File: config.mk
export PLATFORM = sky130hd
export DESIGN_NAME = det5_matrix_loader
export DESIGN_NICKNAME = d
export VERILOG_FILES = /design/src/rtl/det5_matrix_loader.sv
export SDC_FILE = /design/constraint.sdc
export NUM_CORES = 1
export LEC_CHECK = 0
export CAP_MARGIN = 10
export CORE_MARGIN = 2
export CORE_UTILIZATION = 41
export DETAILED_ROUTE_END_ITERATION = 7
export PLACE_DENSITY = 0.7
export SLEW_MARGIN = 20
export SYNTH_ARGS = -nofsm -noshare
export SYNTH_HDL_FRONTEND = slang
export SYNTH_SLANG_ARGS = --single-unit
export TNS_END_PERCENT = 30
File: constraint.sdc
create_clock -name clk_i -period 16.8 [get_ports clk_i]
set_input_delay 2.52 -clock clk_i [delete_from_list [all_inputs] [get_ports clk_i]]
set_output_delay 2.52 -clock clk_i [all_outputs]
set_load 0.01 [all_outputs]
File: src/rtl/det5_matrix_loader.sv
// Front end of the 5x5 determinant core: gathers 25 streamed elements into a flat matrix bus,
// starts the core, and returns its result (or a watchdog error) over a valid/ready output.
module det5_matrix_loader #(
  parameter int unsigned N           = 5,
  parameter int unsigned DATA_W      = 8,
  parameter int unsigned RES_W       = 16,
  parameter int unsigned TIMEOUT_CYC = 1024
) (
  input  logic                    clk_i,
  input  logic                    rst_i,
  input  logic                    in_valid_i,
  input  logic [DATA_W-1:0]       in_data_i,
  output logic                    in_ready_o,
  output logic [N*N*DATA_W-1:0]   mat_flat_o,
  output logic                    det_start_o,
  input  logic                    det_done_i,
  input  logic [RES_W-1:0]        det_result_i,
  output logic                    res_valid_o,
  input  logic                    res_ready_i,
  output logic [RES_W-1:0]        res_data_o,
  output logic                    res_err_o
);

  localparam int unsigned NumEl = N * N;
  localparam int unsigned IdxW  = $clog2(NumEl);
  localparam int unsigned WdW   = $clog2(TIMEOUT_CYC);
  localparam int unsigned MatW  = NumEl * DATA_W;

  localparam logic [IdxW-1:0] IdxLast  = IdxW'(NumEl - 1);
  localparam logic [WdW-1:0]  WdogLast = WdW'(TIMEOUT_CYC - 1);

  localparam logic [1:0] StLoad  = 2'd0;
  localparam logic [1:0] StIssue = 2'd1;
  localparam logic [1:0] StWait  = 2'd2;
  localparam logic [1:0] StOut   = 2'd3;

  logic [1:0]       state_q, state_d;
  logic [IdxW-1:0]  idx_q, idx_d;
  logic [WdW-1:0]   wdog_q, wdog_d;
  logic             in_ready_q, in_ready_d;
  logic             det_start_q, det_start_d;
  logic             res_valid_q, res_valid_d;
  logic [RES_W-1:0] res_data_q, res_data_d;
  logic             res_err_q, res_err_d;
  logic [MatW-1:0]  mat_q, mat_d;

  always_comb begin
    state_d     = state_q;
    idx_d       = idx_q;
    wdog_d      = wdog_q;
    in_ready_d  = in_ready_q;
    det_start_d = det_start_q;
    res_valid_d = res_valid_q;
    res_data_d  = res_data_q;
    res_err_d   = res_err_q;
    mat_d       = mat_q;

    case (state_q)
      StLoad: begin
        if (in_valid_i && in_ready_q) begin
          mat_d[idx_q*DATA_W +: DATA_W] = in_data_i;
          if (idx_q == IdxLast) begin
            idx_d      = '0;
            in_ready_d = 1'b0;
            state_d    = StIssue;
          end else begin
            idx_d = idx_q + 1'b1;
          end
        end
      end
      // det_done is deliberately not looked at here: the core may still hold it from last run.
      StIssue: begin
        det_start_d = 1'b1;
        wdog_d      = '0;
        state_d     = StWait;
      end
      StWait: begin
        wdog_d = wdog_q + 1'b1;
        if (det_done_i) begin
          res_data_d  = det_result_i;
          res_err_d   = 1'b0;
          det_start_d = 1'b0;
          res_valid_d = 1'b1;
          state_d     = StOut;
        end else if (wdog_q == WdogLast) begin
          res_data_d  = '0;
          res_err_d   = 1'b1;
          det_start_d = 1'b0;
          res_valid_d = 1'b1;
          state_d     = StOut;
        end
      end
      StOut: begin
        if (res_valid_q && res_ready_i) begin
          res_valid_d = 1'b0;
          in_ready_d  = 1'b1;
          state_d     = StLoad;
        end
      end
      default: state_d = StLoad;
    endcase
  end

  always_ff @(posedge clk_i or posedge rst_i) begin
    if (rst_i) begin
      state_q     <= StLoad;
      idx_q       <= '0;
      wdog_q      <= '0;
      in_ready_q  <= 1'b1;
      det_start_q <= 1'b0;
      res_valid_q <= 1'b0;
      res_data_q  <= '0;
      res_err_q   <= 1'b0;
      mat_q       <= '0;
    end else begin
      state_q     <= state_d;
      idx_q       <= idx_d;
      wdog_q      <= wdog_d;
      in_ready_q  <= in_ready_d;
      det_start_q <= det_start_d;
      res_valid_q <= res_valid_d;
      res_data_q  <= res_data_d;
      res_err_q   <= res_err_d;
      mat_q       <= mat_d;
    end
  end

  assign in_ready_o  = in_ready_q;
  assign mat_flat_o  = mat_q;
  assign det_start_o = det_start_q;
  assign res_valid_o = res_valid_q;
  assign res_data_o  = res_data_q;
  assign res_err_o   = res_err_q;

endmodule

==> results, run 1 <==
- The total power consumption of the routed design is 2060 uW.
- After synthesis, the mean cell area works out to ~12 um^2.
- From left edge to right edge, the die measures 164 um.
- The number of distinct library cells after synthesis is between 50 and 60.
- The startpoint-to-endpoint class of the critical path is primary input to asynchronous set/reset pin.
- The total power density per cell area is between 100 and 150 nW/um^2.
- The die covers between 20000 and 30000 um^2.
- After synthesis the netlist holds a flip-flop and latch count of around 240.
- The clock reaches the later pin of the worst-skew pair after between 0.5 and 0.6 ns.
- The number of diodes is 0.
- The first global-routing pass estimated 44100 um of wire.
- The via count of the first global-routing pass is 7681.
- Buffers inserted to repair hold after CTS numbered 0.
- The setup total negative slack is 0 ns.
- The synthesized design contains 0 enable-type register cells.
- Once the clock tree was built, the setup fixing pass inserted 0 buffers.
- The HPWL after detailed placement is just under 20000 um.
- The time the final worst path needs with I/O delays and setup is 4.77 ns.
- Of the available clock period, the critical path in the final layout requires between 20% and 30%.
- For this run, the top clock speed supported by timing is ~0.21 GHz.
- The hold violation total from the final report is 0.
- The count of pins on the block boundary is roughly 250.
- The instance count after placement with tap cells included is 1368.
- CTS saw roughly 240 sinks.
- The fraction of layout cells with a size suffix above 1 is between 10% and 20%.
- In this run the most used layer during global routing was met2.
- No sink is reached through more buffers than the 3 on the longest clock path.
- In the final routed layout, each cell accounts on average for between 20 and 25 um.
- The met1 track demand over resource is 27.4%.
- The synthesized instance count is 856.
- For this run, the post-layout net count is approximately 1100.
- The actual transition at the worst max-transition pin is between 1 and 1.5 ns.
- The DRC violation count after routing is 0.
- For this run, the number of Yosys warnings is 0.
- For this block, the routed nets add up to roughly 29000 um of wire.
- The initial antenna violation count is 1.
- The number of cells upsized or downsized after cts is 0.
- The number of slew-limit violations in the final report was 0.
- The flow ran to the end, and the final reports show no timing, DRC or antenna violations.
- Global routing finished with a remaining overflow of 0.
- The type of origin of the critical path is a primary input.
- The number of inserted filler cells in the final layout is approximately 2200.
- The detailed router's first-iteration violation count is 382.
- The post-synth design cell area is about 10000 um^2.
- Data on the critical path is required at its endpoint by approximately 17 ns.
- For this run, global-route usage on met3 was measured as ~3.4%.
- The core region area is 25100 um^2.
- The post-layout utilization of the core is about 55%.
- In the synthesized netlist the async set-or-reset flop fraction comes to 100%.
- The leakage component of the power is about 0.0061 uW.
- The arrival time reported for the critical path endpoint is 5.28 ns.
- The initialized floorplan defines 58 standard-cell rows.
- Global routing used approximately a fifth of the available tracks.
- The congestion estimate from routability-driven global placement came to between 0.7 and 0.8.
- The met2 track demand over resource in global routing is a little over a third.
- In this run the tightest slew margin relative to its limit is between 20% and 30%.
- The detailed-router iteration count before antenna repair is 5.
- The number of nets in the synthesized netlist is slightly below 900.
- TritonCTS built the clock tree.
- The max capacitance violation total is 0.
- The vertical die dimension is ~160 um.
- The number of buffers created by CTS is 25.
- Of all nets on the critical path, the largest fanout is 84.
- In this run the number of H-tree levels came out at 1.
- Once the floorplan was initialized, standard cells occupied about 42% of the core.
- The worst-case IR drop observed on VDD is ~0.086 mV.
- Setup violations remaining at the end of the flow were counted as 0.
- Clock-pin slew was measured on the worst setup and hold paths at 0.06 ns.
- In this run the clock root is driven by a sky130_fd_sc_hd__clkbuf_16.
- The remaining number of nets flagged by the antenna check after routing is 0.
- During placement, the flow inserted port buffers numbering approximately 250.
- In the synthesized netlist the dominant register cell turns out to be sky130_fd_sc_hd__dfrtp_1.
- The area growth from synthesis to layout is 32.5%.
- The type of the worst min-delay path is flop to flop.
- The finished layout holds 1407 standard cells, fillers aside.
- Setup repair after global routing left no endpoint under its margin.
- STA classifies the critical path endpoint as an asynchronous set/reset pin.
- The final worst clock skew is between 0.009 and 0.01 ns.
- The pin count of the biggest net entering global routing is 85.
- The number of vias after detailed routing is between 7000 and 8000.
- The sequential area share after synthesis is a little under three fifths.
- Dividing the detail-routed via count by the number of cells gives ~5.4.
-- worst max-delay path, cell delays in order --
cell and delay [ns]:
sky130_fd_sc_hd__clkdlybuf4s50_1 0.49, sky130_fd_sc_hd__inv_8 0.43, sky130_fd_sc_hd__buf_4 0.82, sky130_fd_sc_hd__buf_4 0.88
-- final timing paths --
path	startpoint	endpoint	slack, ns	depth (start not counted)
hold / removal	mat_flat_o[4]	mat_flat_o[4]	0.48	2
setup reg to reg	idx_q[0]	mat_flat_o[119]	12.83	8
hold reg to reg	mat_flat_o[4]	mat_flat_o[4]	0.48	2
min in group asynchronous	rst_i	res_data_o[11]	2.46	2
setup / recovery	rst_i	mat_flat_o[17]	12.03	4
max in group clk_i	in_valid_i	mat_flat_o[119]	12.23	5
-- cell type report --
class                      instances  area [um^2]  area share, %
tap                              330          413           2.98
clock buffer                      35          713           5.15
inverter                          12         52.6          0.380
multi-input combinational        537         4170           30.1
clock inverter                     4         45.0          0.326
sequential                       237         5930           42.9
timing repair buffer             252         2510           18.2
-- layer usage --
metal / vias up / share of wire, % / routed length, um
met5: - / 0 / 0
met4: 0 / 3.4 / 977
met3: 67 / 5.5 / 1560
met2: 227 / 50 / 14200
met1: 3856 / 41 / 11800
li1: 3480 / - / -
-- stage by stage --
| step | area [um^2] | worst slack, ns | hold WS [ns] |
|---|---|---|---|
| after floorplan | 10400 | 7.78 | 0.491 |
| after global placement | 13100 | 11.30 | 0.467 |
| after detailed placement | 13100 | 11.30 | 0.472 |
| after CTS | 13800 | 11.86 | 0.485 |
| after global routing | 13800 | 11.60 | 0.516 |
| final | 13800 | 12.03 | 0.479 |
-- cell families after synthesis --
| logic type | after synthesis | share of synthesized area [%] |
|---|---|---|
| XOR/XNOR | 2 | 0.240 |
| buffers and inverters | 82 | 3.28 |
| adder cells (fa/ha/maj) | 7 | 0.839 |
| AND/OR/NAND/NOR | 236 | 12.8 |
| AO/OA/AOI/OAI | 128 | 8.37 |
| flip-flops | 237 | 56.8 |
| multiplexers | 164 | 17.6 |
-- cell usage after synthesis (all sizes together) (7+ instances only) --
master	instances	area, um^2
ha	7	87.6
inv	12	45.0
o41ai	8	70.1
o21ai	55	275
a22o	21	184
nand2	48	180
nor4	10	168
nand3	17	85.1
or3	7	43.8
or2	7	43.8
nor2	45	171
o31ai	26	200
nor3	62	349
mux2	160	1800
buf	21	113
and2	10	62.6
clkbuf	49	185
dfrtp	236	5910
-- cell usage in the layout, fill, tap and decap left out, types with 6 or more instances in the layout --
master,netlist,final
sky130_fd_sc_hd__mux2_2,152,152
sky130_fd_sc_hd__o41ai_1,8,8
sky130_fd_sc_hd__clkbuf_16,0,25
sky130_fd_sc_hd__and2_0,8,8
sky130_fd_sc_hd__dfrtp_1,236,236
sky130_fd_sc_hd__o21ai_0,55,55
sky130_fd_sc_hd__nand2_1,48,48
sky130_fd_sc_hd__o31ai_1,25,25
sky130_fd_sc_hd__or3_1,7,7
sky130_fd_sc_hd__nor3_1,58,58
sky130_fd_sc_hd__nor4_4,7,7
sky130_fd_sc_hd__nand3_1,17,17
sky130_fd_sc_hd__a22o_1,21,21
sky130_fd_sc_hd__mux2_1,8,8
sky130_fd_sc_hd__ha_1,7,7
sky130_fd_sc_hd__nor2_1,44,44
sky130_fd_sc_hd__or2_2,6,6
sky130_fd_sc_hd__inv_1,12,11
sky130_fd_sc_hd__clkdlybuf4s50_1,0,248
-- power breakdown --
group / internal, uW / switching [uW]
Sequential: 686 / 83.8
Combinational: 325 / 443
Clock: 307 / 213
Total: 1320 / 740
-- sequential cells by signal, summed over array words and instances, names as in the netlist --
| name | flops |
|---|---|
| state_q | 2 |
| res_err_o | 1 |
| mat_flat_o | 200 |
| idx_q | 5 |
| res_valid_o | 1 |
| in_ready_o | 1 |
| det_start_o | 1 |
| res_data_o | 16 |
| wdog_q | 10 |
No activity file was read; power rests on OpenSTA's default activity.
==> run 2, diff against run 1 <==
- clock period: 16.8 -> 4.7 ns (I/O delays scaled with it)
==> run 2 against run 1 <==
Compared with the run above: routed wire length rose by 2.2%; critical path depth up 4; power rose to 3.6 times the previous value; worst hold slack better by 0.00082 ns.
==> results, run 2 (synthesized netlist as in run 1, its figures left out) <==
- The net total in the final layout is 1105 (+0.36%).
- The number of cells upsized or downsized after cts is 0 (unchanged).
- The area of the multi-input gates is 4170 um^2 (unchanged).
- The fraction of the cycle the final worst path needs is about four fifths.
- The HPWL after detailed placement is 19700 um (+0.17%).
- The actual transition at the worst max-transition pin was 1.05 ns (-0.0284 ns).
- The number of vias after detailed routing came to 7718 (+1.2%).
- The leading cell type in the layout, fill and taps excluded is sky130_fd_sc_hd__clkdlybuf4s50_1.
- The final worst clock skew is 0.00897 ns (-0.000174 ns).
- The leakage component of the power is 0.00615 uW (+0.86%).
- The category of the worst setup path capture point is a flop.
- The max capacitance violation total is 0 (unchanged).
- The time the final worst path needs with I/O delays and setup is around 3.9 ns.
- The area growth from synthesis to final layout is 33.6%.
- The horizontal die dimension is 164 um (unchanged).
- The top achievable clock speed is 0.260 GHz.
- The final-report setup violation count is 0 (unchanged).
- The critical path is of the flop to flop type.
- The number of buffers added to fix hold violations after cts is 0 (unchanged).
- The clock sink count is 237 (unchanged).
- STA classifies the critical path startpoint as a flop.
- The insertion delay of the later-clocked pin in the worst-skew pair was 0.52 ns (about the same).
- The hold violation total from the final report was 0 (unchanged).
- The post-CTS setup-driven buffer insertion count is 0 (unchanged).
- The total power density per cell area was 537 nW/um^2 (+260%).
- The remaining global-route overflow came to 0 (unchanged).
- The root cell of the clock tree is sky130_fd_sc_hd__clkbuf_16.
- The arrival time reported for the critical path endpoint was 4.25 ns (-1.03 ns).
- The maximum vdd drop is 0.254 mV (+190%).
- The vertical die dimension is 164 um (unchanged).
- Leaving out fill and tap cells, the most frequent cells in the layout are sky130_fd_sc_hd__clkdlybuf4s50_1, sky130_fd_sc_hd__dfrtp_1, sky130_fd_sc_hd__mux2_2, sky130_fd_sc_hd__nor3_1, sky130_fd_sc_hd__o21ai_0.
- Setup repair after global routing left no endpoint under its margin.
- The type of the worst min-delay path is flop to flop.
- The die footprint is 26800 um^2 (unchanged).
- The core region area came to 25100 um^2 (unchanged).
- The maximum number of buffers from clock root to sink came to 3 (unchanged).
- The fraction of layout cells with a size suffix above 1 is 20.6% (+0.64 points).
- The number of diodes was 0 (unchanged).
- The post-detailed-route via-to-cell ratio is 5.45 (+0.44%).
- The DRC violation count after routing is 0 (unchanged).
- The count of port buffers added during placement is 248 (unchanged).
- The count of pins on the block boundary is 249 (unchanged).
- The largest fanout on the critical path was 18 (-79%).
- The clock edge transition at the registers on the reported setup and hold paths was 0.07 ns (about the same).
- The post-layout utilization of the core came to 55.5% (+0.43 points).
- The number of flip-flops in the largest register was 200 (unchanged).
- The remaining number of nets flagged by the antenna check after routing is 0 (unchanged).
- The overall track demand over capacity in global routing is 21.5% (+0.25 points).
- The setup total negative slack came to 0 ns (unchanged).
- The flow ran to the end, and the final reports show no timing, DRC or antenna violations.
- The row count is 58 (unchanged).
- The critical path required time came to 5.09 ns (-12.21 ns).
- The sum of routed wire length over all layers came to 29200 um (+2.2%).
- The initial antenna violation count is 1 (unchanged).
- The maximum level of the CTS H-tree came to 1 (unchanged).
- The post-detailed-route wirelength per cell is 20.6 um (+1.5%).
- The first-pass GRT wire length is 44800 um (+1.5%).
- The detailed-router iteration count before antenna repair is 6 (+1).
- The pin count of the biggest net entering global routing is 95 (+12%).
- The global placer's final weighted congestion came to 0.828 (+6.2%).
- The area taken by flip-flops and latches is 5930 um^2 (unchanged).
- The initial core utilization is 41.6% (unchanged).
- The number of inserted filler cells in the final layout was 2164 (-1.5%).
- TritonCTS built the clock tree.
- The number of buffers created by CTS came to 25 (unchanged).
- The via count of the first global-routing pass is 7784 (+1.3%).
- The headroom to the max-slew limit is 29.7% (+1.7 points).
- The number of slew-limit violations in the final report came to 0 (unchanged).
- The detailed router's first-iteration violation count is 517 (+35%).
[run 2: cell type report]
type	count	area share, %
clock inverter	9	0.709
multi-input combinational	537	29.9
timing repair buffer	256	18.4
clock buffer	36	5.14
sequential	237	42.5
inverter	12	0.350
tap	330	2.96
[run 2: worst max-delay path, cell delays in order (launching register included)]
cell and delay (ns):
sky130_fd_sc_hd__dfrtp_1 0.66, sky130_fd_sc_hd__inv_1 0.15, sky130_fd_sc_hd__ha_1 0.33, sky130_fd_sc_hd__nor2b_1 0.19, sky130_fd_sc_hd__nor2b_1 0.15, sky130_fd_sc_hd__ha_1 0.65, sky130_fd_sc_hd__nand2_1 0.47, sky130_fd_sc_hd__nor4_4 0.71
sky130_fd_sc_hd__mux2_2 0.41
[run 2: path summary, 6_finish.rpt]
check	slack [ns]	depth (start not counted)	startpoint	endpoint
setup / recovery	0.85	8	idx_q[0]	mat_flat_o[119]
hold / removal	0.48	2	mat_flat_o[0]	mat_flat_o[0]
setup reg to reg	0.85	8	idx_q[0]	mat_flat_o[119]
hold reg to reg	0.48	2	mat_flat_o[0]	mat_flat_o[0]
max in group asynchronous	3.33	3	rst_i	mat_flat_o[114]
min in group asynchronous	0.73	3	rst_i	mat_flat_o[151]
[run 2: per-stage QoR]
stage / area [um^2] / power (uW) / setup WS [ns] / instances / hold slack, ns
floorplan: 10400 / 4350 / 0.890 / 856 / 0.491
global placement: 13100 / 5490 / 0.982 / 1372 / 0.463
CTS: 13900 / 7540 / 0.878 / 1417 / 0.486
finish: 13900 / 7490 / 0.847 / 1417 / 0.480
detailed placement: 13100 / 5550 / 0.877 / 1372 / 0.474
global route: 13900 / 7900 / 0.576 / 1417 / 0.512
[run 2: where the power goes]
part / switching [uW] / leakage (uW) / total [uW] / internal (uW)
Clock: 793 / 0.000407 / 1960 / 1170
Combinational: 1600 / 0.00250 / 2780 / 1180
Sequential: 293 / 0.00325 / 2740 / 2450
Total: 2690 / 0.00615 / 7490 / 4800
[run 2: routing by layer]
layer | GRT usage [%] | wire [um]
met1 | 29.4 | 12600
met2 | 34.9 | 14000
met3 | 3.48 | 1630
met4 | 7.54 | 861
met5 | 0 | 11
